## src/rtl/wb_can_fanout_bridge.sv

```systemverilog
// wb_can_fanout_bridge: 32-bit pipelined Wishbone debug-bus slave fanned out to
// NUM_CH 8-bit classic-Wishbone CAN cores. Decodes a channel from the address,
// rebases the local register address, narrows data, allows one transaction in
// flight, bounds each access with an ack timeout and registers core interrupts.
module wb_can_fanout_bridge #(
    parameter int unsigned NUM_CH         = 4,
    parameter int unsigned CH_ADDR_BITS   = 8,
    parameter int unsigned ADDR_OFFSET    = 1,
    parameter int unsigned TIMEOUT_CLKS   = 255,
    parameter int unsigned IRQ_ACTIVE_LOW = 1
) (
    input  logic                      i_clk,
    input  logic                      i_reset,
    input  logic                      i_wb_cyc,
    input  logic                      i_wb_stb,
    input  logic                      i_wb_we,
    input  logic [31:0]               i_wb_addr,
    input  logic [31:0]               i_wb_data,
    output logic                      o_wb_ack,
    output logic                      o_wb_err,
    output logic                      o_wb_stall,
    output logic [31:0]               o_wb_data,
    output logic [NUM_CH-1:0]         o_ch_cyc,
    output logic [NUM_CH-1:0]         o_ch_stb,
    output logic                      o_ch_we,
    output logic [CH_ADDR_BITS-1:0]   o_ch_addr,
    output logic [7:0]                o_ch_data,
    input  logic [8*NUM_CH-1:0]       i_ch_data,
    input  logic [NUM_CH-1:0]         i_ch_ack,
    input  logic [NUM_CH-1:0]         i_ch_irq,
    output logic [NUM_CH-1:0]         o_irq,
    output logic                      o_irq_any
);

    localparam int unsigned SEL_BITS = (NUM_CH > 1) ? $clog2(NUM_CH) : 1;
    localparam int unsigned HI_LSB   = CH_ADDR_BITS + SEL_BITS;

    localparam logic [CH_ADDR_BITS-1:0] LP_OFFSET  = ADDR_OFFSET[CH_ADDR_BITS-1:0];
    localparam logic [15:0]             LP_TIMEOUT = TIMEOUT_CLKS[15:0];
    localparam logic [NUM_CH-1:0]       LP_IRQ_POL = {NUM_CH{IRQ_ACTIVE_LOW[0]}};

    localparam logic [1:0] S_IDLE = 2'd0;
    localparam logic [1:0] S_BUSY = 2'd1;
    localparam logic [1:0] S_RESP = 2'd2;

    logic [1:0]              r_state;
    logic [SEL_BITS-1:0]     r_sel;
    logic [15:0]             r_cnt;
    logic                    r_ack;
    logic                    r_err;
    logic                    r_stall;
    logic [7:0]              r_rdata;
    logic [NUM_CH-1:0]       r_stb;
    logic                    r_we;
    logic [CH_ADDR_BITS-1:0] r_addr;
    logic [7:0]              r_wdata;
    logic [NUM_CH-1:0]       r_irq;
    logic                    r_irq_any;

    logic [SEL_BITS-1:0]     w_sel;
    logic [CH_ADDR_BITS-1:0] w_local;
    logic [31:0]             w_hi_bits;
    logic                    w_addr_bad;
    logic [NUM_CH-1:0]       w_onehot;
    logic                    w_sel_ack;
    logic [7:0]              w_sel_data;
    logic [15:0]             w_cnt_inc;
    logic [NUM_CH-1:0]       w_irq_next;
    logic                    w_unused_wdata;

    // Address decode of the incoming request
    assign w_sel      = i_wb_addr[CH_ADDR_BITS +: SEL_BITS];
    assign w_local    = i_wb_addr[CH_ADDR_BITS-1:0] - LP_OFFSET;
    assign w_hi_bits  = i_wb_addr >> HI_LSB;
    assign w_addr_bad = (w_hi_bits != '0) || (32'(w_sel) >= NUM_CH);

    // Channel-specific response of the latched target
    assign w_sel_ack  = i_ch_ack[r_sel];
    assign w_sel_data = i_ch_data[{r_sel, 3'b000} +: 8];
    assign w_cnt_inc  = r_cnt + 16'd1;

    assign w_irq_next     = i_ch_irq ^ LP_IRQ_POL;
    assign w_unused_wdata = ^i_wb_data[31:8];

    // One-hot strobe pattern for the decoded channel
    always_comb begin
        w_onehot = '0;
        for (int unsigned n = 0; n < NUM_CH; n++) begin
            w_onehot[n] = (32'(w_sel) == n);
        end
    end

    // Transaction FSM: accept, wait for ack/timeout/abort, emit one response pulse
    always_ff @(posedge i_clk or posedge i_reset) begin
        if (i_reset) begin
            r_state <= S_IDLE;
            r_sel   <= '0;
            r_cnt   <= '0;
            r_ack   <= 1'b0;
            r_err   <= 1'b0;
            r_stall <= 1'b0;
            r_rdata <= '0;
            r_stb   <= '0;
            r_we    <= 1'b0;
            r_addr  <= '0;
            r_wdata <= '0;
        end else begin
            r_ack <= 1'b0;
            r_err <= 1'b0;
            case (r_state)
                S_IDLE: begin
                    r_stall <= 1'b0;
                    if (i_wb_cyc && i_wb_stb) begin
                        r_we    <= i_wb_we;
                        r_wdata <= i_wb_data[7:0];
                        r_addr  <= w_local;
                        r_sel   <= w_sel;
                        r_cnt   <= '0;
                        r_stall <= 1'b1;
                        if (w_addr_bad) begin
                            r_err   <= 1'b1;
                            r_state <= S_RESP;
                        end else begin
                            r_stb   <= w_onehot;
                            r_state <= S_BUSY;
                        end
                    end
                end
                // ack beats timeout beats abort when they land on the same edge
                S_BUSY: begin
                    if (w_sel_ack) begin
                        r_stb <= '0;
                        if (!r_we) begin
                            r_rdata <= w_sel_data;
                        end
                        r_ack   <= 1'b1;
                        r_state <= S_RESP;
                    end else if (w_cnt_inc == LP_TIMEOUT) begin
                        r_stb   <= '0;
                        r_err   <= 1'b1;
                        r_state <= S_RESP;
                    end else if (!i_wb_cyc) begin
                        r_stb   <= '0;
                        r_stall <= 1'b0;
                        r_state <= S_IDLE;
                    end else begin
                        r_cnt <= w_cnt_inc;
                    end
                end
                S_RESP: begin
                    r_stall <= 1'b0;
                    r_state <= S_IDLE;
                end
                default: begin
                    r_stb   <= '0;
                    r_stall <= 1'b0;
                    r_state <= S_IDLE;
                end
            endcase
        end
    end

    // Interrupt normalisation to active-high, registered
    always_ff @(posedge i_clk or posedge i_reset) begin
        if (i_reset) begin
            r_irq     <= '0;
            r_irq_any <= 1'b0;
        end else begin
            r_irq     <= w_irq_next;
            r_irq_any <= |w_irq_next;
        end
    end

    assign o_wb_ack   = r_ack;
    assign o_wb_err   = r_err;
    assign o_wb_stall = r_stall;
    assign o_wb_data  = {24'd0, r_rdata};
    assign o_ch_cyc   = r_stb;
    assign o_ch_stb   = r_stb;
    assign o_ch_we    = r_we;
    assign o_ch_addr  = r_addr;
    assign o_ch_data  = r_wdata;
    assign o_irq      = r_irq;
    assign o_irq_any  = r_irq_any;

endmodule

```

## config.mk

```make
export PLATFORM = sky130hd
export DESIGN_NAME = wb_can_fanout_bridge
export DESIGN_NICKNAME = d
export VERILOG_FILES = /design/src/rtl/wb_can_fanout_bridge.sv
export SDC_FILE = /design/constraint.sdc
export NUM_CORES = 1
export LEC_CHECK = 0
export ABC_CLOCK_PERIOD_IN_PS = 2840
export BUFFER_PORTS_ARGS = -buffer_cell sky130_fd_sc_hd__buf_2
export CAP_MARGIN = 10
export CORE_MARGIN = 4
export CORE_UTILIZATION = 46
export DETAILED_ROUTE_END_ITERATION = 7
export GPL_TIMING_DRIVEN = 0
export HOLD_SLACK_MARGIN = 0.08
export PLACE_DENSITY = 0.82
export SKIP_LAST_GASP = 1
export SLEW_MARGIN = 10
export SYNTH_ARGS = -nofsm -noshare
export SYNTH_HDL_FRONTEND = slang
export SYNTH_SLANG_ARGS = --single-unit
```

## constraint.sdc

```tcl
create_clock -name i_clk -period 2.84 [get_ports i_clk]
set_input_delay 0.568 -clock i_clk [delete_from_list [all_inputs] [get_ports i_clk]]
set_output_delay 0.568 -clock i_clk [all_outputs]
set_load 0.05 [all_outputs]
```

==> flow_summary_export.csv, run 1 <==
group,metric,value,unit
status,status,"completed",
cts,clockBufferDepth,2,
floorplan,pin_count,174,
timing,final.setup_skew,0.00770,ns
logic_synthesis,ys_seq_elements,57,
floorplan,rows,30,
cts,cts_made_buffers,9,
drt,vias_per_cell,5.08,
floorplan,die_h,92.9,um
global_route,grt_use_total,20.7,%
timing,max_freq,381,MHz
job,cap_violations,0,
logic_synthesis,synthDistinctLibCells,52,
timing,tns,0,ns
setup_path,path_class,"flip-flop to flip-flop",
logic_synthesis,synthCells,342,
power_and_ir_drop,p_per_area,501,nW/um2
timing,setup_viol,0,
power_and_ir_drop,finalPower,2190,uW
placed_design,place_congestion,0.843,
power_and_ir_drop,peakVddDrop,0.000329,V
drt,dr.pass1.iters,5,
logic_synthesis,ys_async_sr_fraction,100,%
logic_synthesis,syn_area,3310,um2
timing,rsz0062_at_grt,"false",
cts,cts-hold-fix-buffers,0,
finish,mostFrequentLayoutCells,"buf_2 (128), nand2_1 (64), dfrtp_1 (57)",
floorplan,initial_core_util,48.0,%
drt,drc,0,
finish,mostFrequentLayoutCell,"buf_2",
timing,hold_violations,0,
global_route,antenna_found_initial,0,
global_route,grt_pass1_wl,14.3,mm
setup_path,crit_arrival,2.83,ns
timing,period_share,92.4,%
timing,min_period,2.62,ns
timing,whs,0.238,ns
drt,drtIter0Drc,171,
setup_path,startpoint_type,"flip-flop",
cts,cts_tree,"built",
finish,drive_gt1_share,41.5,%
cts,h-tree-depth,3,
timing,drv_slew,0,
logic_synthesis,syn_area_per_cell,9.69,um2
floorplan,die_x,92.9,um
drt,drt-total-wl,8.69,mm
cts,cts_resized,0,
setup_path,crit_required,3.04,ns
logic_synthesis,synth_edf_count,0,
logic_synthesis,synth_ff_type,"dfrtp_1",
drt,routedWlPerCell,14.4,um
logic_synthesis,ys_warn_count,0,
global_route,grt_overflow_total,0,
finish,nets,616,
drt,ant_nets,0,
cts,cts.clk_slew.worst_paths,0.07,ns
floorplan,core_area,6910,um2
finish,n_antenna_cell,0,
cts,cts_sinks,57,
setup_path,end_kind,"flip-flop",
hold_path,hp-class,"primary input to async pin",
placed_design,numPortBuffers,125,
drt,vias,3071,
power_and_ir_drop,p_leak,0.00231,uW
timing,max_slew_margin,42.8,%
global_route,first_global_vias,3097,
cts,cts_root_buf,"clkbuf_8",
global_route,grt_max_degree,39,
finish,area.growth.synth_to_final,32.1,%
timing,worst_pin_slew,0.852,ns
floorplan,dieArea,8620,um2
logic_synthesis,seq_area_frac_synth,43.1,%
setup_path,critPathMaxFanout,8,
placed_design,hpwl,6.63,mm
cts,worstSkewPairLatency,0.34,ns
logic make-up (layout without fill, tap and decap cells):
logic type	after synthesis	count (layout)	share of synthesized area, %
multiplexers	24	24	11.1
flip-flops	57	57	43.1
adder cells (fa/ha/maj)	3	3	1.13
other	1	24	0.113
XOR/XNOR	10	10	2.87
AND/OR/NAND/NOR	140	140	21.2
buffers and inverters	57	201	10.6
AO/OA/AOI/OAI	50	50	9.86
area by class of cell:
| class | instances | area [um2] |
|---|---|---|
| buffer | 41 | 293 |
| sequential | 57 | 1430 |
| clock inverter | 5 | 55.1 |
| fill | 595 | 2530 |
| multi-input combinational | 251 | 1620 |
| timing repair buffer | 128 | 661 |
| tap | 96 | 120 |
| inverter | 16 | 60.1 |
| clock buffer | 11 | 141 |
cells in the mapped netlist (2+ instances only):
master / number / share of area, %
a21oi_1: 10 / 1.5
a2bb2oi_1: 2 / 0.53
a31oi_1: 6 / 1.1
and3_1: 5 / 0.94
and3_2: 2 / 0.45
and4_1: 3 / 0.79
buf_2: 3 / 0.45
buf_4: 30 / 6.8
clkbuf_1: 5 / 0.57
dfrtp_1: 57 / 43
ha_1: 3 / 1.1
inv_1: 16 / 1.8
mux2_2: 8 / 2.7
mux2i_1: 6 / 1.8
mux4_2: 9 / 6.1
nand2_1: 64 / 7.3
nand2b_1: 5 / 0.94
nand3_1: 8 / 1.2
nand4_1: 7 / 1.3
nor2_1: 18 / 2.0
nor2b_1: 2 / 0.38
nor3_1: 6 / 0.91
nor3_4: 2 / 0.98
nor4_1: 6 / 1.1
o211ai_1: 2 / 0.45
o21a_1: 3 / 0.68
o21ai_0: 14 / 2.1
o22ai_1: 2 / 0.38
o2bb2ai_1: 4 / 1.1
o41ai_1: 2 / 0.53
or2_2: 3 / 0.57
or4_1: 2 / 0.45
xnor2_1: 8 / 2.1
critical path, stage by stage, from the launching register on:
cell       delay, ns
dfrtp_1         0.47
ha_1            0.32
and3_1          0.28
nand3_1         0.17
mux2i_1         0.25
nand4b_1        0.21
or3_4           0.48
and3_1          0.18
a2bb2oi_1       0.12
report_power, final:
group / switching, uW / total (uW) / internal [uW] / leakage (uW)
clock: 340 / 766 / 426 / 0.0000953
sequential: 25.0 / 886 / 861 / 0.000749
combinational: 368 / 540 / 172 / 0.00146
total: 733 / 2190 / 1460 / 0.00231
metrics by stage:
stage | setup slack [ns] | cells | util, % | cell area, um2
floorplan | 0.598 | 365 | - | 3400
global placement | 0.161 | 586 | 60.0 | 4150
detailed placement | 0.119 | 587 | 60.3 | 4170
CTS | 0.0963 | 603 | 63.2 | 4360
global route | 0.0197 | 605 | 63.4 | 4380
finish | 0.216 | 605 | 63.4 | 4380
final timing paths:
check	from	to	slack [ns]	cells after the start
max in group asynchronous	i_reset	r_cnt[10]	2.05	3
max reg2reg	r_cnt[1]	r_cnt[8]	0.22	8
min in group i_clk	i_ch_irq[3]	o_irq[3]	0.38	2
min	i_reset	o_ch_data[3]	0.24	2
max	r_cnt[1]	r_cnt[8]	0.22	8
min reg2reg	o_ch_data[1]	o_ch_data[1]	0.48	2
metal layers:
metal | track usage [%] | routed length, um | vias up
met1 | 25.8 | 3340 | 1427
met4 | 7.81 | 185 | 0
li1 | - | - | 1469
met5 | 0 | 0 | -
met3 | 4.06 | 630 | 18
met2 | 35.5 | 4530 | 157
sequential cells by signal, summed over array words and instances, names as in the netlist:
signal      count
o_ch_addr       8
o_ch_cyc        4
o_ch_data       8
o_ch_we         1
o_irq           4
o_irq_any       1
o_wb_ack        1
o_wb_err        1
o_wb_stall      1
r_cnt          16
r_rdata         8
r_sel           2
r_state         2
timing repair:
action                                  CTS  global route
setup buffers                             0             2
endpoints found under the setup margin    0             5
endpoints found under the hold margin     0             0
Power figures use the tool's default switching activity.
==> run 2, diff against run 1 <==
Settings changed: ABC_CLOCK_PERIOD_IN_PS 2840 to 2400, CORE_UTILIZATION 46 to 41, PLACE_DENSITY 0.82 to 0.78.
Clock period 2.84 ns to 2.4 ns, I/O delays scaled along.
==> flow_summary_export.csv, run 2 (synthesized netlist as in run 1, its figures left out) <==
group,metric,value,unit
timing,drv_slew,0,
floorplan,die_x,97.9,um
power_and_ir_drop,p_per_area,599,nW/um2
placed_design,numPortBuffers,125,
finish,n_antenna_cell,0,
finish,nFillCells,708,
timing,max_freq,427,MHz
setup_path,cp.depth,8,
setup_path,max_stage_delay,0.47,ns
floorplan,die_h,97.9,um
drt,vias_per_cell,5.03,
setup_path,crit_end,"r_cnt[2]",
finish,finish.instance_area,4490,um2
finish,nets,621,
timing,min_period,2.34,ns
setup_path,critPathMaxFanout,7,
setup_path,r2r_start,"r_cnt[1]",
floorplan,core_area,7810,um2
timing,hold_violations,0,
power_and_ir_drop,finalPower,2690,uW
finish,seqCellArea,1430,um2
setup_path,startpoint_type,"flip-flop",
cts,cts_tree,"built",
finish,largest-register,"r_cnt",
power_and_ir_drop,p_leak,0.00235,uW
setup_path,crit_required,2.62,ns
setup_path,rr_endpoint,"r_cnt[2]",
setup_path,crit_slowest_cell,"dfrtp_2",
placed_design,pre_cts_slack,-0.247,ns
job,cap_violations,0,
cts,clockBufferDepth,2,
placed_design,dpl_cell_area,4170,um2
global_route,grt_pass1_wl,14.5,mm
global_route,grt_overflow_total,0,
setup_path,cp_cell_sequence,"ha_4 > and3_2 > nand3_1 > mux2i_1 > nand4b_1 > or3_4 > and3_1 > a2bb2oi_1",
global_route,antenna_found_initial,0,
status,status,"completed",
finish,area.growth.synth_to_final,35.4,%
setup_path,crit_arrival,2.56,ns
timing,worst_pin_slew,0.636,ns
timing,final.setup_skew,0.00728,ns
setup_path,end_kind,"flip-flop",
power_and_ir_drop,peakVddDrop,0.000385,V
floorplan,rows,32,
finish,mostFrequentLayoutCell,"buf_2",
drt,vias,3098,
cts,cts_made_buffers,9,
finish,drive_gt1_share,43.6,%
cts,cts.clk_slew.worst_paths,0.06,ns
floorplan,dieArea,9580,um2
cts,worstSkewPairLatency,0.33,ns
setup_path,regToRegSetupSlack,0.06,ns
global_route,grt_use_total,18.7,%
drt,drt-total-wl,8.96,mm
floorplan,initial_core_util,42.4,%
cts,cts_sinks,57,
timing,setup_viol,0,
drt,dr.pass1.iters,4,
drt,routedWlPerCell,14.5,um
global_route,first_global_vias,3079,
timing,whs,0.229,ns
timing,rsz0062_at_grt,"true",
placed_design,place_congestion,0.947,
global_route,grt_max_degree,30,
setup_path,path_class,"flip-flop to flip-flop",
timing,setup_slack,0.0577,ns
hold_path,hp-class,"primary input to async pin",
placed_design,hpwl,6.72,mm
setup_path,crit_buf_inv,0,
finish,largest_register_ffs,16,
drt,ant_nets,0,
timing,max_slew_margin,57.5,%
drt,drc,0,
timing,period_share,97.6,%
placed_design,placedCellCount,593,
setup_path,crit_start,"r_cnt[1]",
setup_path,r2r_cells,8,
drt,drtIter0Drc,208,
floorplan,pin_count,174,
finish,final_cells,616,
finish,mostFrequentLayoutCells,"buf_2 (128), nand2_1 (64), dfrtp_1 (55)",
finish,multiInputGateArea,1660,um2
setup_path,crit_family,"simple AND/OR/NAND/NOR gates",
cts,cts_root_buf,"clkbuf_8",
cts,h-tree-depth,3,
[run 2: layout make-up]
class	count	area share, %
plain buffers	41	6.53
clock buffers	11	3.15
clock inverters	5	1.76
inverters	16	1.34
multi-input cells	251	36.9
flip-flops and latches	57	31.8
well taps	102	2.84
repair buffers	133	15.6
[run 2: worst min-delay path by stage]
stage	startpoint	end	depth (start not counted)
after floorplan	r_cnt[6]	r_cnt[6]	1
after global placement	o_ch_data[1]	o_ch_data[1]	2
after detailed placement	o_ch_data[7]	o_ch_data[7]	2
after CTS	i_reset	r_rdata[5]	2
final	i_reset	o_wb_ack	2
after global routing	i_reset	o_irq[2]	2
[run 2: timing repair]
action                                  in CTS  in global routing
endpoints found under the setup margin      18                 20
setup buffers                                3                  4
gates resized for setup                      3                  7
endpoints found under the hold margin        0                  0
hold buffers                                 0                  0
pin swaps                                    1                  4
[run 2: report_power, final]
part           internal (uW)  switching [uW]  total [uW]
Combinational            206             442         648
Sequential              1020            30.0        1050
Clock                    611             381         992
[run 2: layer usage]
layer / wire length (um) / track usage, % / vias up
met1: 3530 / 23.2 / 1457
met5: 0 / 0 / -
met4: 220 / 6.92 / 0
li1: - / - / 1478
met3: 806 / 5.64 / 20
met2: 4410 / 30.7 / 143
[run 2: per-stage QoR]
stage          utilization [%]  setup TNS (ns)
2_1_floorplan                -               0
3_3_place_gp              53.2          -12.82
3_5_place_dp              53.4           -1.54
4_1_cts                   56.7         -0.0826
5_1_grt                   57.5         -0.0335
6_report                  57.5               0
==> run 3, diff against run 2 <==
Settings changed: RECOVER_POWER from default to 25.
==> flow_summary_export.csv, run 3 (synthesized netlist as in run 1, its figures left out) <==
group,metric,value,unit
status,status,"completed",
timing,setup_viol,0,
timing,worst_pin_slew,1.10,ns
placed_design,numPortBuffers,125,
timing,whs,0.293,ns
power_and_ir_drop,power_frac_comb,24.0,%
timing,max_freq,429,MHz
drt,drtIter0Drc,205,
floorplan,dieArea,9580,um2
job,cap_violations,0,
power_and_ir_drop,p_leak,0.00234,uW
cts,cts-hold-fix-buffers,0,
drt,ant_nets,0,
timing,max_slew_margin,26.4,%
power_and_ir_drop,p_per_area,601,nW/um2
placed_design,place_congestion,0.947,
finish,drive_gt1_share,43.0,%
drt,drt-total-wl,8.94,mm
timing,tns,0,ns
finish,area.growth.synth_to_final,34.9,%
floorplan,initial_core_util,42.4,%
placed_design,hpwl,6.72,mm
setup_path,r2r_start,"r_cnt[1]",
setup_path,critPathMaxFanout,7,
power_and_ir_drop,p_int,1830,uW
setup_path,cp_cell_sequence,"ha_4 > and3_2 > nand3_1 > mux2i_1 > nand4b_1 > or3_4 > and3_1 > a2bb2oi_1",
timing,drv_slew,0,
drt,vias_per_cell,5.02,
power_and_ir_drop,switching_share,31.8,%
finish,largest_register_ffs,16,
cts,worstSkewPairLatency,0.34,ns
global_route,grt_use_total,18.7,%
finish,n_antenna_cell,0,
setup_path,crit_start,"r_cnt[1]",
setup_path,startpoint_type,"flip-flop",
setup_path,cp.depth,8,
hold_path,hold_start,"i_ch_irq[0]",
floorplan,rows,32,
global_route,antenna_found_initial,0,
finish,mostFrequentLayoutCells,"buf_2 (126), nand2_1 (64), dfrtp_1 (55)",
global_route,grt_pass1_wl,14.5,mm
cts,h-tree-depth,3,
setup_path,crit_buf_inv,0,
setup_path,regToRegSetupSlack,0.07,ns
cts,cts.clk_slew.worst_paths,0.07,ns
finish,final_util,57.2,%
setup_path,r2r_cells,8,
global_route,grt_max_degree,30,
floorplan,core_area,7810,um2
cts,cts_made_buffers,9,
floorplan,die_x,97.9,um
floorplan,pin_count,174,
cts,clockBufferDepth,2,
setup_path,crit_required,2.62,ns
drt,routedWlPerCell,14.5,um
finish,mostFrequentLayoutCell,"buf_2",
finish,nets,621,
drt,vias,3092,
setup_path,rr_endpoint,"r_cnt[2]",
setup_path,crit_end,"r_cnt[2]",
timing,rsz0062_at_grt,"true",
cts,cts_sinks,57,
setup_path,crit_family,"simple AND/OR/NAND/NOR gates",
power_and_ir_drop,p_sw,853,uW
power_and_ir_drop,seq_power_share,39.0,%
setup_path,end_kind,"flip-flop",
timing,min_period,2.33,ns
power_and_ir_drop,clockPowerShare,37.0,%
finish,nFillCells,712,
setup_path,crit_arrival,2.55,ns
cts,cts_root_buf,"clkbuf_8",
global_route,grt_overflow_total,0,
power_and_ir_drop,peakVddDrop,0.000385,V
setup_path,max_stage_delay,0.47,ns
floorplan,die_h,97.9,um
global_route,first_global_vias,3079,
drt,dr.pass1.iters,4,
setup_path,crit_slowest_cell,"dfrtp_2",
finish,largest-register,"r_cnt",
drt,drc,0,
timing,final.setup_skew,0.00758,ns
cts,cts_tree,"built",
timing,period_share,97.2,%
setup_path,path_class,"flip-flop to flip-flop",
hold_path,hp-class,"primary input to flip-flop",
timing,hold_violations,0,
==> run 3: cell types whose count changed in the layout (fill, tap and decap cells not counted) <==
cell	delta
clkbuf_1	+2
inv_1	+1
buf_12	-1
buf_2	-2
clkbuf_2	+1
inv_2	-1
==> run 3: layer usage <==
| metal | global-route usage (%) | wire length [um] | vias up |
|---|---|---|---|
| met1 | 23.2 | 3550 | 1466 |
| met5 | 0 | 0 | - |
| li1 | - | - | 1477 |
| met2 | 30.7 | 4440 | 135 |
| met3 | 5.64 | 762 | 14 |
| met4 | 6.92 | 184 | 0 |
==> run 3: power groups by stage <==
stage | Combinational (uW) | Clock, uW | Sequential (uW)
2_1_floorplan | 282 | 0 | 1250
3_3_place_gp | 628 | 0 | 1060
3_5_place_dp | 647 | 0 | 1070
4_1_cts | 647 | 1020 | 1050
5_1_grt | 691 | 1070 | 1060
6_report | 644 | 994 | 1050
==> run 3: what timing repair did <==
action | 4_1_cts | 5_1_grt
pin swaps | 1 | 4
setup endpoints to repair | 18 | 20
setup buffers | 3 | 4
gates resized for setup | 3 | 7
==> run 3: worst min path at each step <==
stage | depth (start not counted) | to | slack [ns]
floorplan | 1 | r_cnt[6] | 0.48
global placement | 2 | o_ch_data[1] | 0.45
detailed placement | 2 | o_ch_data[7] | 0.46
CTS | 2 | r_rdata[5] | 0.24
global route | 2 | o_irq[0] | 0.27
finish | 2 | o_irq[0] | 0.29
==> run 3: layout make-up <==
cell class	instances	area, um2	area share (%)
multi-input combinational	251	1660	37.0
sequential	57	1430	32.0
timing repair buffer	133	684	15.3
buffer	41	293	6.55
clock buffer	11	141	3.16
tap	102	128	2.86
clock inverter	5	78.8	1.76
inverter	16	60.1	1.34
==> run 3: per-stage QoR <==
stage	area, um2	cells	setup WS (ns)	power [uW]
CTS	4420	612	-0.0661	2710
detailed placement	4170	593	-0.247	1710
floorplan	3400	365	0.158	1530
finish	4470	616	0.0663	2690
global placement	4150	592	-0.226	1690
global route	4470	616	-0.0152	2820
